==> config.mk <==
export PLATFORM = sky130hd
export DESIGN_NAME = wb_cmd_master
export DESIGN_NICKNAME = d
export VERILOG_FILES = /design/src/rtl/wb_master_pkg.sv /design/src/rtl/wb_master_watchdog.sv /design/src/rtl/wb_cmd_master.sv
export SDC_FILE = /design/constraint.sdc
export NUM_CORES = 1
export LEC_CHECK = 0
export CAP_MARGIN = 40
export CORE_ASPECT_RATIO = 0.6
export CORE_UTILIZATION = 39
export CTS_BUF_LIST = sky130_fd_sc_hd__clkbuf_4 sky130_fd_sc_hd__clkbuf_8 sky130_fd_sc_hd__clkbuf_16
export CTS_CLUSTER_DIAMETER = 30
export DETAILED_ROUTE_END_ITERATION = 16
export PLACE_DENSITY_LB_ADDON = 0.08
export SKIP_CTS_REPAIR_TIMING = 1
export SLEW_MARGIN = 20
export SYNTH_ARGS = -nofsm -noshare
export SYNTH_HDL_FRONTEND = slang
export SYNTH_HIERARCHICAL = 1
export SYNTH_SLANG_ARGS = --single-unit
export TNS_END_PERCENT = 30
==> constraint.sdc <==
create_clock -name wb_clk_i -period 4.26 [get_ports wb_clk_i]
set_clock_uncertainty 0.15 [all_clocks]
set_input_delay 1.065 -clock wb_clk_i [delete_from_list [all_inputs] [get_ports wb_clk_i]]
set_output_delay 1.065 -clock wb_clk_i [all_outputs]
set_load 0.01 [all_outputs]
==> src/rtl/wb_master_pkg.sv <==
// Shared types and constants for the Wishbone command master.
package wb_master_pkg;

  localparam int ADR_W = 32;
  localparam int DAT_W = 32;
  localparam int SEL_W = 4;
  localparam int CNT_W = 16;

  localparam int unsigned DEF_TIMEOUT = 255;
  localparam logic [DAT_W-1:0] DEF_ERR_DATA = 32'hDEAD_BEEF;

  typedef enum logic [1:0] {
    ST_IDLE,
    ST_BUS,
    ST_RESP
  } state_t;

  typedef struct packed {
    logic             we;
    logic [ADR_W-1:0] adr;
    logic [DAT_W-1:0] dat;
    logic [SEL_W-1:0] sel;
  } cmd_t;

endpackage

==> src/rtl/wb_master_watchdog.sv <==
// Loadable up-counter with clear/enable; flags the final cycle
// before LIMIT counts have elapsed.
module wb_master_watchdog
  import wb_master_pkg::*;
#(
  parameter int unsigned LIMIT = DEF_TIMEOUT
) (
  input  logic             clk,
  input  logic             rst,
  input  logic             clr,
  input  logic             en,
  input  logic             load,
  input  logic [CNT_W-1:0] load_val,
  output logic             expired
);

  logic [CNT_W-1:0] count;

  always_ff @(posedge clk) begin
    if (rst) begin
      count <= '0;
    end else if (clr) begin
      count <= '0;
    end else if (load) begin
      count <= load_val;
    end else if (en) begin
      count <= count + 1'b1;
    end
  end

  assign expired = en && (count == CNT_W'(LIMIT - 1));

endmodule

==> src/rtl/wb_cmd_master.sv <==
// Wishbone classic initiator: one command in, one bus cycle, one response.
// WB_MASTER_TIMEOUT_EN enables the no-ack watchdog.
module wb_cmd_master
  import wb_master_pkg::*;
#(
  parameter int unsigned       TIMEOUT  = DEF_TIMEOUT,
  parameter logic [DAT_W-1:0]  ERR_DATA = DEF_ERR_DATA
) (
  input  logic             wb_clk_i,
  input  logic             wb_rst_i,
  input  logic             cmd_valid_i,
  output logic             cmd_ready_o,
  input  logic             cmd_we_i,
  input  logic [ADR_W-1:0] cmd_adr_i,
  input  logic [DAT_W-1:0] cmd_dat_i,
  input  logic [SEL_W-1:0] cmd_sel_i,
  output logic             rsp_valid_o,
  input  logic             rsp_ready_i,
  output logic [DAT_W-1:0] rsp_dat_o,
  output logic             rsp_err_o,
  output logic             wbm_cyc_o,
  output logic             wbm_stb_o,
  output logic             wbm_we_o,
  output logic [SEL_W-1:0] wbm_sel_o,
  output logic [ADR_W-1:0] wbm_adr_o,
  output logic [DAT_W-1:0] wbm_dat_o,
  input  logic [DAT_W-1:0] wbm_dat_i,
  input  logic             wbm_ack_i
);

  state_t state;
  cmd_t   bus_q;
  logic   expired;

`ifdef WB_MASTER_TIMEOUT_EN
  wb_master_watchdog #(
    .LIMIT (TIMEOUT)
  ) u_wd (
    .clk      (wb_clk_i),
    .rst      (wb_rst_i),
    .clr      (state == ST_IDLE),
    .en       (state == ST_BUS),
    .load     (1'b0),
    .load_val ('0),
    .expired  (expired)
  );
`else
  // TIMEOUT is at least 1, so without a watchdog this never fires
  assign expired = (TIMEOUT == 0);
`endif

  assign wbm_we_o  = bus_q.we;
  assign wbm_adr_o = bus_q.adr;
  assign wbm_dat_o = bus_q.dat;
  assign wbm_sel_o = bus_q.sel;

  always_ff @(posedge wb_clk_i) begin
    if (wb_rst_i) begin
      state       <= ST_IDLE;
      bus_q       <= '0;
      cmd_ready_o <= 1'b1;
      rsp_valid_o <= 1'b0;
      rsp_dat_o   <= '0;
      rsp_err_o   <= 1'b0;
      wbm_cyc_o   <= 1'b0;
      wbm_stb_o   <= 1'b0;
    end else begin
      unique case (state)
        ST_IDLE: begin
          if (cmd_valid_i) begin
            bus_q.we    <= cmd_we_i;
            bus_q.adr   <= cmd_adr_i;
            bus_q.dat   <= cmd_dat_i;
            bus_q.sel   <= cmd_sel_i;
            cmd_ready_o <= 1'b0;
            wbm_cyc_o   <= 1'b1;
            wbm_stb_o   <= 1'b1;
            state       <= ST_BUS;
          end
        end
        ST_BUS: begin
          // ack takes priority over a coincident timeout
          if (wbm_ack_i) begin
            rsp_dat_o   <= bus_q.we ? '0 : wbm_dat_i;
            rsp_err_o   <= 1'b0;
            rsp_valid_o <= 1'b1;
            wbm_cyc_o   <= 1'b0;
            wbm_stb_o   <= 1'b0;
            bus_q.we    <= 1'b0;
            state       <= ST_RESP;
          end else if (expired) begin
            rsp_dat_o   <= bus_q.we ? '0 : ERR_DATA;
            rsp_err_o   <= 1'b1;
            rsp_valid_o <= 1'b1;
            wbm_cyc_o   <= 1'b0;
            wbm_stb_o   <= 1'b0;
            bus_q.we    <= 1'b0;
            state       <= ST_RESP;
          end
        end
        ST_RESP: begin
          if (rsp_ready_i) begin
            rsp_valid_o <= 1'b0;
            cmd_ready_o <= 1'b1;
            state       <= ST_IDLE;
          end
        end
        default: begin
          state <= ST_IDLE;
        end
      endcase
    end
  end

endmodule

==> run_results.csv, run 1 <==
group,metric,value,unit
sta,fmax,366.8,MHz
clock_tree,clock_latency,0.33,ns
sta,hold_viol,0,
setup_path,cp_max_fo,34,
sta,worst_pin_slew,0.6929,ns
synth,yosys_warnings,6,
placed_design,io_buffers,210,
clock_tree,cts_htree_levels,3,
detailed_routing,drt_iter0_drc,137,
detailed_routing,wl_per_cell,14.67,um
power_and_ir_drop,p_seq_share,47.0,%
floorplan,chipWidth,130.0,um
clock_tree,root_buffer,"clkbuf_16",
floorplan,dieHeight,78.80,um
sta,final_max_slew_viol_count,0,
sta,rsz0062_at_grt,"no",
clock_tree,cts_buffers,9,
layout,diodes,0,
power_and_ir_drop,internal_power,1.746,mW
floorplan,core,9358,um^2
detailed_routing,vias_per_cell,4.814,
floorplan,rows,27,
layout,final_cell_mix,"209 x clkdlybuf4s50_1, 168 x nand2_1, 106 x dfxtp_1",
detailed_routing,dr.pass1.iters,4,
synth,synth_async_sr_flop_share,0,%
global_route,grt_max_degree,64,
synth,syn_inst,469,
setup_path,path_class,"flip-flop to output port",
placed_design,hpwl,8125,um
detailed_routing,drc,0,
global_route,antenna_found_initial,0,
setup_path,rrSetupSlack,2.44,ns
hold_path,hold_class,"flip-flop to flip-flop",
clock_tree,cts.path.max_buffers,2,
setup_path,worst_setup_path_start_kind,"flip-flop",
synth,ys_seq_elements,106,
sta,setup_tns,0,ns
power_and_ir_drop,p_per_area,368.3,nW/um^2
setup_path,rr_worst_depth,4,
floorplan,initial_core_util,40.97,%
floorplan,io-pin-count,212,
setup_path,arrival,1.51,ns
power_and_ir_drop,leakage,2.254,nW
floorplan,die_area,10240,um^2
global_route,grt_pass1_wl,17550,um
setup_path,slowest_stage,"clkdlybuf4s50_1",
synth,synth_top_flop_cell,"dfxtp_1",
layout,drive_above_1_share,4.079,%
hold_path,whs_path_depth,2,
setup_path,cp_top_family,"buffers and inverters",
power_and_ir_drop,switching_share,24.45,%
global_route,grt_pass1_vias,3591,
clock_tree,cts.sinks,106,
hold_path,min_to,"rsp_dat_o[12]",
power_and_ir_drop,comb_power_share,18.1,%
setup_path,rr_endpoint,"wbm_dat_o[24]",
power_and_ir_drop,p_sw,0.5650,mW
setup_path,crit_chain,"buf_4 > clkdlybuf4s50_1",
setup_path,worstSetupEndpointType,"output port",
synth,synth_edf_count,0,
setup_path,cpPeakStageDelay,0.59,ns
global_route,grt.total_usage,22.07,%
sta,slew_headroom,53.81,%
setup_path,crit_buf_inv,2,
layout,nets,763,
layout,area_growth,63.71,%
detailed_routing,vias,3813,
sta,fin_crit_sh,64.00,%
outcome,status,"complete, no violations",
global_route,grt_overflow,0,
placed_design,gp_congestion,0.7827,
sta,holdWs,0.3021,ns
synth,synth_fp_nets,575,
sta,final.min_clock_period,2.727,ns
detailed_routing,drt-total-wl,11620,um
clock_tree,cts_tree,"built",
setup_path,required,3.04,ns
hold_path,min-delay-start,"rsp_dat_o[12]",
power_and_ir_drop,ir_drop,230.4,uV
synth,avgSynthCellArea,8.174,um^2
synth,synth.distinct_cells,20,
setup_path,r2r-start,"state[1]",
synth,synth.cell_area,3834,um^2
power_and_ir_drop,p_clk_share,34.9,%
sta,finalSetupViolations,0,
detailed_routing,ant_nets,0,
layout,final_common_cell,"clkdlybuf4s50_1",
synth,synth_seq_area_share,55.35,%
clock_tree,path_clk_slew,0.07,ns
run,drv_cap,0,
## sequential cells by signal (all words and copies together) (netlist names)
register and cells:
rsp_dat_o 32, wbm_sel_o 4, wbm_adr_o 32, wbm_stb_o 1, wbm_we_o 1, state 2
wbm_dat_o 32, cmd_ready_o 1, rsp_valid_o 1
## Yosys cell counts (all sizes together), types with 2 or more instances
cell type | count | area share [%]
a21oi | 104 | 14
buf | 19 | 3.1
clkbuf | 22 | 2.2
dfxtp | 106 | 55
nand2 | 168 | 16
nand2b | 2 | 0.33
nand3b | 33 | 6.5
nor2 | 5 | 0.49
## metal layers
layer	vias up	global-route usage, %	wire (um)	part of all wire, %
li1	1895	-	-	-
met1	1748	27.07	5051	43
met2	153	36.63	5408	47
met3	17	7.143	951	8.2
met4	0	7.209	204	1.8
met5	-	0	0	0
## stage by stage
| step | util, % | power [mW] | instances | cell area, um^2 | setup WS [ns] |
|---|---|---|---|---|---|
| 2_1_floorplan | - | 1.275 | 469 | 3834 | 2.096 |
| 5_1_grt | 67.07 | 2.408 | 792 | 6276 | 1.468 |
| 6_report | 67.07 | 2.311 | 792 | 6276 | 1.533 |
| 4_1_cts | 67.07 | 2.340 | 792 | 6276 | 1.522 |
| 3_5_place_dp | 63.97 | 1.526 | 776 | 5986 | 1.227 |
| 3_3_place_gp | 63.54 | 1.510 | 774 | 5946 | 0.9889 |
## power groups by stage
| stage | Clock, mW | Combinational [mW] | Sequential, mW |
|---|---|---|---|
| 5_1_grt | 0.865 | 0.451 | 1.09 |
| 6_report | 0.808 | 0.418 | 1.09 |
| 4_1_cts | 0.834 | 0.421 | 1.09 |
| 3_5_place_dp | 0 | 0.419 | 1.11 |
| 2_1_floorplan | 0 | 0.146 | 1.13 |
| 3_3_place_gp | 0 | 0.405 | 1.11 |
## tightest hold or removal path: cells and delay by family, from the launching register on
| kind | cells | cell delay (ns) |
|---|---|---|
| flip-flops | 1 | 0.31 |
| AO/OA/AOI/OAI | 1 | 0.05 |
| AND/OR/NAND/NOR | 1 | 0.05 |
## worst max-delay path by stage
stage	from	to	slack (ns)	depth (start not counted)
3_5_place_dp	cmd_valid_i	wbm_dat_o[24]	1.23	5
5_1_grt	cmd_valid_i	wbm_adr_o[2]	1.47	5
4_1_cts	wbm_we_o	wbm_we_o	1.52	2
6_report	wbm_we_o	wbm_we_o	1.53	2
2_1_floorplan	cmd_valid_i	wbm_adr_o[11]	2.10	6
3_3_place_gp	cmd_valid_i	wbm_adr_o[25]	0.99	5
## layout make-up
cell class / count / area (um^2)
Clock buffer: 10 / 232.7
Clock inverter: 6 / 57.56
Fill cell: 799 / 3082
Multi-Input combinational cell: 322 / 1516
Sequential cell: 106 / 2122
Tap cell: 130 / 162.7
Timing Repair Buffer: 218 / 2185
## logic make-up (layout without fill, tap and decap cells)
| kind of cell | count (synthesis) | count (layout) | synth area share, % |
|---|---|---|---|
| simple gates | 213 | 213 | 24.80 |
| buf+inv | 41 | 234 | 5.254 |
| flops | 106 | 106 | 55.35 |
| mux | 1 | 1 | 0.2611 |
| compound gates | 107 | 107 | 14.23 |
| other cells | 1 | 1 | 0.09782 |
No activity file was read; power rests on OpenSTA's default activity.
==> inputs of run 2 (changes only) <==
--- a/config.mk
+++ b/config.mk
@@ -7,7 +7,7 @@
 export LEC_CHECK = 0
 export CAP_MARGIN = 40
 export CORE_ASPECT_RATIO = 0.6
-export CORE_UTILIZATION = 39
+export CORE_UTILIZATION = 35
 export CTS_BUF_LIST = sky130_fd_sc_hd__clkbuf_4 sky130_fd_sc_hd__clkbuf_8 sky130_fd_sc_hd__clkbuf_16
 export CTS_CLUSTER_DIAMETER = 30
 export DETAILED_ROUTE_END_ITERATION = 16
==> constraint.sdc (replaced) <==
create_clock -name wb_clk_i -period 2.4 [get_ports wb_clk_i]
set_clock_uncertainty 0.15 [all_clocks]
set_input_delay 0.6 -clock wb_clk_i [delete_from_list [all_inputs] [get_ports wb_clk_i]]
set_output_delay 0.6 -clock wb_clk_i [all_outputs]
set_load 0.01 [all_outputs]
==> run_results.csv, run 2 (synthesized netlist as in run 1, its figures left out) <==
group,metric,value,unit
setup_path,required,1.65,ns
placed_design,io_buffers,210,
sta,finalSetupViolations,0,
sta,rsz0062_at_grt,"no",
setup_path,path_class,"flip-flop to output port",
hold_path,whs_path_depth,2,
setup_path,cp_max_fo,3,
global_route,grt_pass1_wl,18290,um
floorplan,io-pin-count,212,
run,drv_cap,0,
sta,hold_viol,0,
clock_tree,cts_buffers,9,
power_and_ir_drop,ir_drop,400.2,uV
detailed_routing,wl_per_cell,14.23,um
setup_path,arrival,1.28,ns
layout,postLayoutCoreUtil,59.88,%
global_route,grt_overflow,0,
hold_path,min_to,"rsp_dat_o[22]",
global_route,grt.total_usage,20.31,%
detailed_routing,drt_iter0_drc,194,
detailed_routing,drt-total-wl,11400,um
sta,fin_crit_sh,84.55,%
clock_tree,path_clk_slew,0.07,ns
placed_design,gp_congestion,0.7302,
floorplan,rows,29,
hold_path,min-delay-start,"rsp_dat_o[22]",
outcome,status,"complete, no violations",
layout,final_common_cell,"clkdlybuf4s50_1",
setup_path,worstSetupEndpointType,"output port",
setup_path,rr_worst_depth,4,
floorplan,core,10600,um^2
floorplan,initial_core_util,36.18,%
sta,final_max_slew_viol_count,0,
clock_tree,cts_htree_levels,3,
clock_tree,root_buffer,"clkbuf_16",
placed_design,hpwl,8018,um
layout,final_cell_mix,"209 x clkdlybuf4s50_1, 168 x nand2_1, 106 x dfxtp_1",
layout,diodes,0,
sta,setup_tns,0,ns
global_route,antenna_found_initial,0,
setup_path,r2r-start,"state[0]",
setup_path,cpPeakStageDelay,0.58,ns
global_route,grt_max_degree,46,
power_and_ir_drop,p_per_area,647.1,nW/um^2
floorplan,dieHeight,83.07,um
detailed_routing,vias_per_cell,4.694,
layout,area_growth,65.50,%
sta,fmax,492.8,MHz
setup_path,rrSetupSlack,0.78,ns
clock_tree,cts_tree,"built",
detailed_routing,ant_nets,0,
detailed_routing,drc,0,
clock_tree,cts.path.max_buffers,2,
floorplan,chipWidth,137.1,um
setup_path,worst_setup_path_start_kind,"flip-flop",
detailed_routing,vias,3760,
floorplan,die_area,11390,um^2
layout,nets,765,
setup_path,crit_chain,"clkdlybuf4s50_1",
layout,drive_above_1_share,4.079,%
hold_path,hold_class,"flip-flop to flip-flop",
sta,final.min_clock_period,2.029,ns
setup_path,cp_top_family,"buffers and inverters",
setup_path,rr_endpoint,"wbm_dat_o[6]",
power_and_ir_drop,leakage,2.266,nW
setup_path,slowest_stage,"clkdlybuf4s50_1",
clock_tree,clock_latency,0.34,ns
global_route,grt_pass1_vias,3698,
clock_tree,cts.sinks,106,
setup_path,crit_buf_inv,1,
detailed_routing,dr.pass1.iters,4,
-- run 2: area by class of cell --
class / instances / area (um^2)
Fill cell: 921 / 4250
Timing Repair Buffer: 220 / 2250
Sequential cell: 106 / 2122
Multi-Input combinational cell: 322 / 1516
Clock buffer: 9 / 225.2
Tap cell: 139 / 173.9
Clock inverter: 5 / 57.56
-- run 2: worst max-delay path by stage --
stage / start / to / slack (ns) / cells after the start
6_report: wbm_stb_o / wbm_stb_o / 0.37 / 1
5_1_grt: cmd_ready_o / cmd_ready_o / 0.30 / 1
4_1_cts: wbm_stb_o / wbm_stb_o / 0.35 / 1
3_5_place_dp: cmd_valid_i / wbm_dat_o[6] / 0.09 / 5
3_3_place_gp: cmd_valid_i / wbm_we_o / 0.12 / 6
2_1_floorplan: cmd_valid_i / wbm_adr_o[11] / 0.70 / 6
-- run 2: metrics by stage --
stage | cells | power, mW | instance area, um^2 | setup WS, ns | hold WS [ns]
6_report | 801 | 4.106 | 6345 | 0.3708 | 0.3006
2_1_floorplan | 469 | 2.263 | 3834 | 0.7012 | 0.3261
5_1_grt | 801 | 4.305 | 6345 | 0.3044 | 0.3234
3_3_place_gp | 787 | 2.711 | 6062 | 0.1204 | 0.2869
3_5_place_dp | 787 | 2.726 | 6062 | 0.09483 | 0.2939
4_1_cts | 801 | 4.158 | 6345 | 0.3523 | 0.3035
-- run 2: per-layer routing --
metal	global-route usage, %	up-vias	part of all wire [%]
met1	24.33	1719	44
li1	-	1904	-
met5	0	-	0
met4	4.795	0	0.90
met2	33.70	127	46
met3	8.303	10	9.7
-- run 2: worst reg2reg max path: stages, from the launching register on --
cell and delay [ns]:
dfxtp_1 0.41, or3b_2 0.56, buf_12 0.21, nand2_1 0.10
a21oi_1 0.07
-- run 2: where the power goes --
group	leakage (nW)	internal, mW	switching, mW
Clock	0.129	0.795	0.628
Combinational	1.27	0.437	0.323
Sequential	0.867	1.86	0.0588
